### src/rtl/regfile_scoreboard.sv
// regfile_scoreboard: 32 x 64-bit architectural register file (X31 = XZR) with a per-register pending scoreboard.
// Optional feature macro REGFILE_BYPASS_EN: same-cycle write data is forwarded to matching read ports.
module regfile_scoreboard #(
  parameter int DATA_WIDTH = 64,
  parameter int NUM_REGS   = 32
) (
  input  logic                  clock,
  input  logic                  reset_n,
  input  logic [4:0]            ReadRegister1,
  input  logic [4:0]            ReadRegister2,
  output logic [DATA_WIDTH-1:0] ReadData1,
  output logic [DATA_WIDTH-1:0] ReadData2,
  output logic                  busy1,
  output logic                  busy2,
  input  logic                  RegWrite,
  input  logic [4:0]            WriteRegister,
  input  logic [DATA_WIDTH-1:0] WriteData,
  input  logic                  issue_valid,
  input  logic [4:0]            issue_reg,
  output logic [5:0]            busy_count
);

  localparam logic [4:0] XZR = 5'(NUM_REGS - 1);
`ifdef REGFILE_BYPASS_EN
  localparam bit BYPASS = 1'b1;
`else
  localparam bit BYPASS = 1'b0;
`endif

  logic [DATA_WIDTH-1:0] r_regs [0:NUM_REGS-2];
  logic [NUM_REGS-1:0]   r_pending;
  logic [5:0]            r_busy_count;
  logic [NUM_REGS-1:0]   w_pending_next;
  logic                  w_wr_en;
  logic                  w_iss_en;
  logic [DATA_WIDTH-1:0] w_stored1;
  logic [DATA_WIDTH-1:0] w_stored2;
  logic [DATA_WIDTH:0]   w_port1;
  logic [DATA_WIDTH:0]   w_port2;

  function automatic logic [5:0] popcount(input logic [NUM_REGS-1:0] v);
    logic [5:0] cnt;
    cnt = 6'd0;
    for (int i = 0; i < NUM_REGS; i++) begin
      cnt = cnt + {5'd0, v[i]};
    end
    return cnt;
  endfunction

  // Returns {busy, data} for one read port; XZR reads as an idle zero.
  function automatic logic [DATA_WIDTH:0] read_port(
    input logic [4:0]            idx,
    input logic [DATA_WIDTH-1:0] stored,
    input logic                  pend,
    input logic                  wr_en,
    input logic [4:0]            wr_idx,
    input logic [DATA_WIDTH-1:0] wr_data,
    input logic                  iss_hit
  );
    logic [DATA_WIDTH:0] res;
    if (idx == XZR) begin
      res = '0;
    end else if (BYPASS && wr_en && (wr_idx == idx)) begin
      res = {pend & iss_hit, wr_data};
    end else begin
      res = {pend, stored};
    end
    return res;
  endfunction

  assign w_wr_en  = RegWrite && (WriteRegister != XZR);
  assign w_iss_en = issue_valid && (issue_reg != XZR);

  // Next pending vector: an issue to the register being written back wins over the clear.
  always_comb begin
    w_pending_next = '0;
    for (int i = 0; i < NUM_REGS - 1; i++) begin
      w_pending_next[i] = (w_iss_en && (issue_reg == 5'(i))) ? 1'b1 :
                          (w_wr_en && (WriteRegister == 5'(i))) ? 1'b0 : r_pending[i];
    end
  end

  // Register storage; XZR has no backing flops.
  always_ff @(posedge clock or negedge reset_n) begin
    if (!reset_n) begin
      for (int i = 0; i < NUM_REGS - 1; i++) begin
        r_regs[i] <= '0;
      end
    end else if (w_wr_en) begin
      r_regs[WriteRegister] <= WriteData;
    end
  end

  // Scoreboard state and its registered population count.
  always_ff @(posedge clock or negedge reset_n) begin
    if (!reset_n) begin
      r_pending    <= '0;
      r_busy_count <= 6'd0;
    end else begin
      r_pending    <= w_pending_next;
      r_busy_count <= popcount(w_pending_next);
    end
  end

  assign w_stored1 = (ReadRegister1 == XZR) ? '0 : r_regs[ReadRegister1];
  assign w_stored2 = (ReadRegister2 == XZR) ? '0 : r_regs[ReadRegister2];

  assign w_port1 = read_port(ReadRegister1, w_stored1, r_pending[ReadRegister1], w_wr_en,
                             WriteRegister, WriteData, w_iss_en && (issue_reg == ReadRegister1));
  assign w_port2 = read_port(ReadRegister2, w_stored2, r_pending[ReadRegister2], w_wr_en,
                             WriteRegister, WriteData, w_iss_en && (issue_reg == ReadRegister2));

  assign ReadData1  = w_port1[DATA_WIDTH-1:0];
  assign busy1      = w_port1[DATA_WIDTH];
  assign ReadData2  = w_port2[DATA_WIDTH-1:0];
  assign busy2      = w_port2[DATA_WIDTH];
  assign busy_count = r_busy_count;

endmodule

### config.mk
export PLATFORM = sky130hd
export DESIGN_NAME = regfile_scoreboard
export DESIGN_NICKNAME = d
export VERILOG_FILES = /design/src/rtl/regfile_scoreboard.sv
export SDC_FILE = /design/constraint.sdc
export NUM_CORES = 2
export LEC_CHECK = 0
export BUFFER_PORTS_ARGS = -buffer_cell sky130_fd_sc_hd__buf_2
export CAP_MARGIN = 20
export CELL_PAD_IN_SITES_DETAIL_PLACEMENT = 1
export CELL_PAD_IN_SITES_GLOBAL_PLACEMENT = 1
export CORE_MARGIN = 3
export CORE_UTILIZATION = 45
export DETAILED_ROUTE_END_ITERATION = 8
export PLACE_DENSITY = 0.77
export SLEW_MARGIN = 20
export SYNTH_ARGS = -nofsm -noshare
export SYNTH_HDL_FRONTEND = slang
export SYNTH_SLANG_ARGS = --single-unit
### constraint.sdc
create_clock -name clock -period 11.7 [get_ports clock]
set_input_delay 1.17 -clock clock [delete_from_list [all_inputs] [get_ports clock]]
set_output_delay 1.17 -clock clock [all_outputs]
set_load 0.01 [all_outputs]
==> results.tsv <==
stage	metric	value	unit
worst_setup_path	Top delay family on crit path	adder cells	
floorplanning	core area	0.2412	mm²
synthesis	Async SR Flop Fraction	1.000	
synthesis	register area share after synthesis	0.4618	
detailed_routing	# DRC	0	
worst_setup_path	Reg2Reg Capture Point	busy_count[4]$_DFF_PN0_	
global_routing	gr usage total	0.3214	
sta	PnR worst setup slack	4.651	ns
worst_setup_path	startpoint types	primary input	
clock_tree	clk sinks	2021	
synthesis	Post-synth top flop	dfrtp_1	
global_routing	number of global-route vias before repair	83531	
detailed_routing	initial DRC count	8240	
worst_setup_path	Critical-path top delay cell	buf_4	
worst_setup_path	Worst R2R Setup Slack	6.30	ns
clock_tree	CTS H-Tree Depth	4	
finish	commonest non-fill, non-tap cell in the layout	mux2_2	
global_routing	initial antenna violation count	41	
sta	Fin. Hold Viols	0	
synthesis	Syn Std Cell Area	0.1095	mm²
clock_tree	hold_buf cts	0	
detailed_routing	WL final	408.9	mm
sta	Final setup viols	0	
floorplanning	starting density of the core	0.4540	
worst_setup_path	Worst Path Buf+Inv	6	
floorplanning	Die Y-Extent	499.3	µm
synthesis	synthesized instance count	8209	
worst_setup_path	top fanout value on the critical path	37	
sta	Setup Skew	0.01618	ns
synthesis	area share of the largest cell type after synthesis	0.4618	
finish	layout cells sized above 1	0.4132	
worst_setup_path	CP max stage delay	0.85	ns
sta	Period minus WS final	7.049	ns
detailed_routing	DR WL/cell	36.07	µm
detailed_routing	Detail Route Antenna Nets	0	
placed_design	Detailed Place HPWL	230.0	mm
finish	post-layout util	0.4949	
global_routing	first-pass GRT wire length	592.4	mm
synthesis	post-synth cell types	62	
floorplanning	IO Pins	224	
sta	relative slew slack	0.1687	
finish	Area Growth Syn to Fin	9.008	%
synthesis	mean post-synth cell area	13.34	µm²
placed_design	setup slack at placement	3.826	ns
worst_setup_path	required time worst endpoint	12.53	ns
worst_setup_path	CP arrival	7.88	ns
global_routing	pin count of the biggest net entering global routing	183	
sta	RSZ-0062 raised after global routing	false	
synthesis	Post-Syn Nets	8327	
detailed_routing	First-pass DRT Iterations	6	
floorplanning	row count	180	
flow_run	max capacitance violation total	0	
detailed_routing	vias per inst	6.911	
finish	Nets	8071	
worst_setup_path	reg2reg start	r_pending[19]$_DFF_PN0_	
power	PD cells	185.0	mW/mm²
worst_setup_path	crit-path cells	buf_2 > nand3b_1 > nor2_4 > buf_4 > o22ai_1 > fa_1 > inv_1 > fa_1 > fa_1 > inv_1 > fa_1 > fa_1 > inv_1 > fa_1 > inv_1 > fa_1 > fa_1 > a21o_1 > a21oi_1 > xnor2_1	
status	run status	finished clean	
clock_tree	CTS resizes	0	
sta	sum of negative setup slack	0	ns
clock_tree	Setup Buffers After CTS	0	
worst_setup_path	element type at the critical path end	register	
clock_tree	CTS Buf Count	216	
sta	fin crit share	0.6025	
sta	Achievable Freq	0.1419	GHz
floorplanning	Die Footprint	0.2493	mm²
detailed_routing	via count	78361	
synthesis	top cells by area, synth	dfrtp_1 46%, mux2_2 22%, mux4_2 8.5%	
clock_tree	CTS tree	built	
clock_tree	clk root buf	clkbuf_16	
worst_setup_path	Worst R2R Path Depth	17	
synthesis	Post-synth EDFFs	0	
worst_setup_path	critical path class	primary input to register	
synthesis	Yosys Warn Count	0	
placed_design	gpl congestion	0.8560	
synthesis	Yosys reg bits	2021	
global_routing	GRT Residual Overflow	0	
sta	Final Slew Violations	0	
synthesis	Synth area leader	dfrtp_1	
power	Lkg Pwr	52.99	nW
power	maximum vdd drop	0.9156	mV
floorplanning	Die W	499.3	µm
worst_setup_path	critical path's most frequent cell	fa_1	
sta	actual slew at the worst max-slew pin	1.244	ns
clock_tree	Worst-path clk slew	0.06	ns
min_path	HP Class	primary input to async pin	
clock_tree	clock buffer depth	3	
finish	commonest cells after routing, fill and taps aside	2,133 x mux2_2, 2,021 x dfrtp_1, 912 x mux2i_1	
clock_tree	latest clock arrival within the worst-skew pair	0.91	ns
placed_design	Port Buf Inserts	223	
state kept, by name, indices dropped and copies added, names as in the netlist:
register / flops
r_regs: 1984
r_pending: 31
busy_count: 6
report_power, final:
part           switching [mW]  internal, mW
combinational            2.70          2.81
clock                    3.01          4.01
sequential               1.16          8.41
cell usage after synthesis, types with 5 or more instances:
cell type  instances
mux2_2          2133
dfrtp_1         2021
mux2i_1          912
a22oi_1          518
mux4_2           415
clkbuf_1         344
buf_2            282
nand3_1          238
nand2_1          221
buf_4            180
o211ai_1         162
nand4_1           96
o22ai_1           76
a21oi_1           67
a31oi_1           62
inv_1             51
nor2b_1           47
nand2b_1          43
o21ai_0           43
nor3_1            39
o2bb2ai_1         36
buf_6             32
nor2_1            30
buf_1             26
fa_1              23
mux2_1            17
and2_1            13
a22o_1            11
ha_1               7
or2_2              5
cell type report:
type	count	area, µm²
fill	23698	121800
multi-input combinational	5268	54610
sequential	2021	50570
clock buffer	327	6446
tap	3185	3985
timing repair buffer	394	2783
clock inverter	64	721.9
inverter	52	195.2
antenna	27	67.56
per-layer routing:
layer / share of wire / wire [µm] / track usage / vias up
li1: - / - / - / 30567
met1: 0.40 / 162100 / 0.4203 / 42316
met2: 0.46 / 186600 / 0.4973 / 4249
met3: 0.091 / 37190 / 0.07768 / 1203
met4: 0.056 / 22900 / 0.1672 / 26
met5: 0.00037 / 153 / 0 / -
worst register-to-register path: cells and delay by family, from the launching register on:
| kind | cells | cell delay (ns) |
|---|---|---|
| xor+xnor | 1 | 0.13 |
| buf+inv | 5 | 0.30 |
| fa+ha+maj | 8 | 3.81 |
| flops | 1 | 0.41 |
| compound gates | 3 | 0.67 |
per-stage QoR:
step                area, µm²  cells  hold WS (ns)  total power [mW]
floorplan              109500   8209        0.4697             13.21
detailed placement     112100  10917        0.4988             15.02
finish                 119400  11338        0.2329             22.09
CTS                    119200  11308        0.3059             22.08
global placement       112000  10914        0.4837             14.65
global route           119300  11323        0.3174             23.03
cells by family (layout without fill, tap and decap cells):
kind of cell    Yosys count  in the layout  share of synthesized area
other cells               0             27                          0
flops                  2021           2021                     0.4618
simple gates            765            765                    0.03529
compound gates          993            993                    0.06468
fa+ha+maj                30             30                   0.005004
xor+xnor                  3              3                  0.0002400
buf+inv                 920            837                    0.04323
mux                    3477           3477                     0.3898
worst max-delay path by stage:
| stage | start | endpoint | slack [ns] | depth (start not counted) |
|---|---|---|---|---|
| 2_1_floorplan | WriteRegister[3] | busy_count[4]$_DFF_PN0_ | 5.01 | 22 |
| 3_3_place_gp | WriteRegister[4] | busy_count[4]$_DFF_PN0_ | 3.86 | 20 |
| 3_5_place_dp | WriteRegister[4] | busy_count[4]$_DFF_PN0_ | 3.83 | 20 |
| 4_1_cts | WriteRegister[4] | busy_count[4]$_DFF_PN0_ | 4.75 | 20 |
| 5_1_grt | WriteRegister[4] | busy_count[4]$_DFF_PN0_ | 4.49 | 20 |
| 6_report | WriteRegister[4] | busy_count[4]$_DFF_PN0_ | 4.65 | 20 |
(Power assumes the default switching activity.)
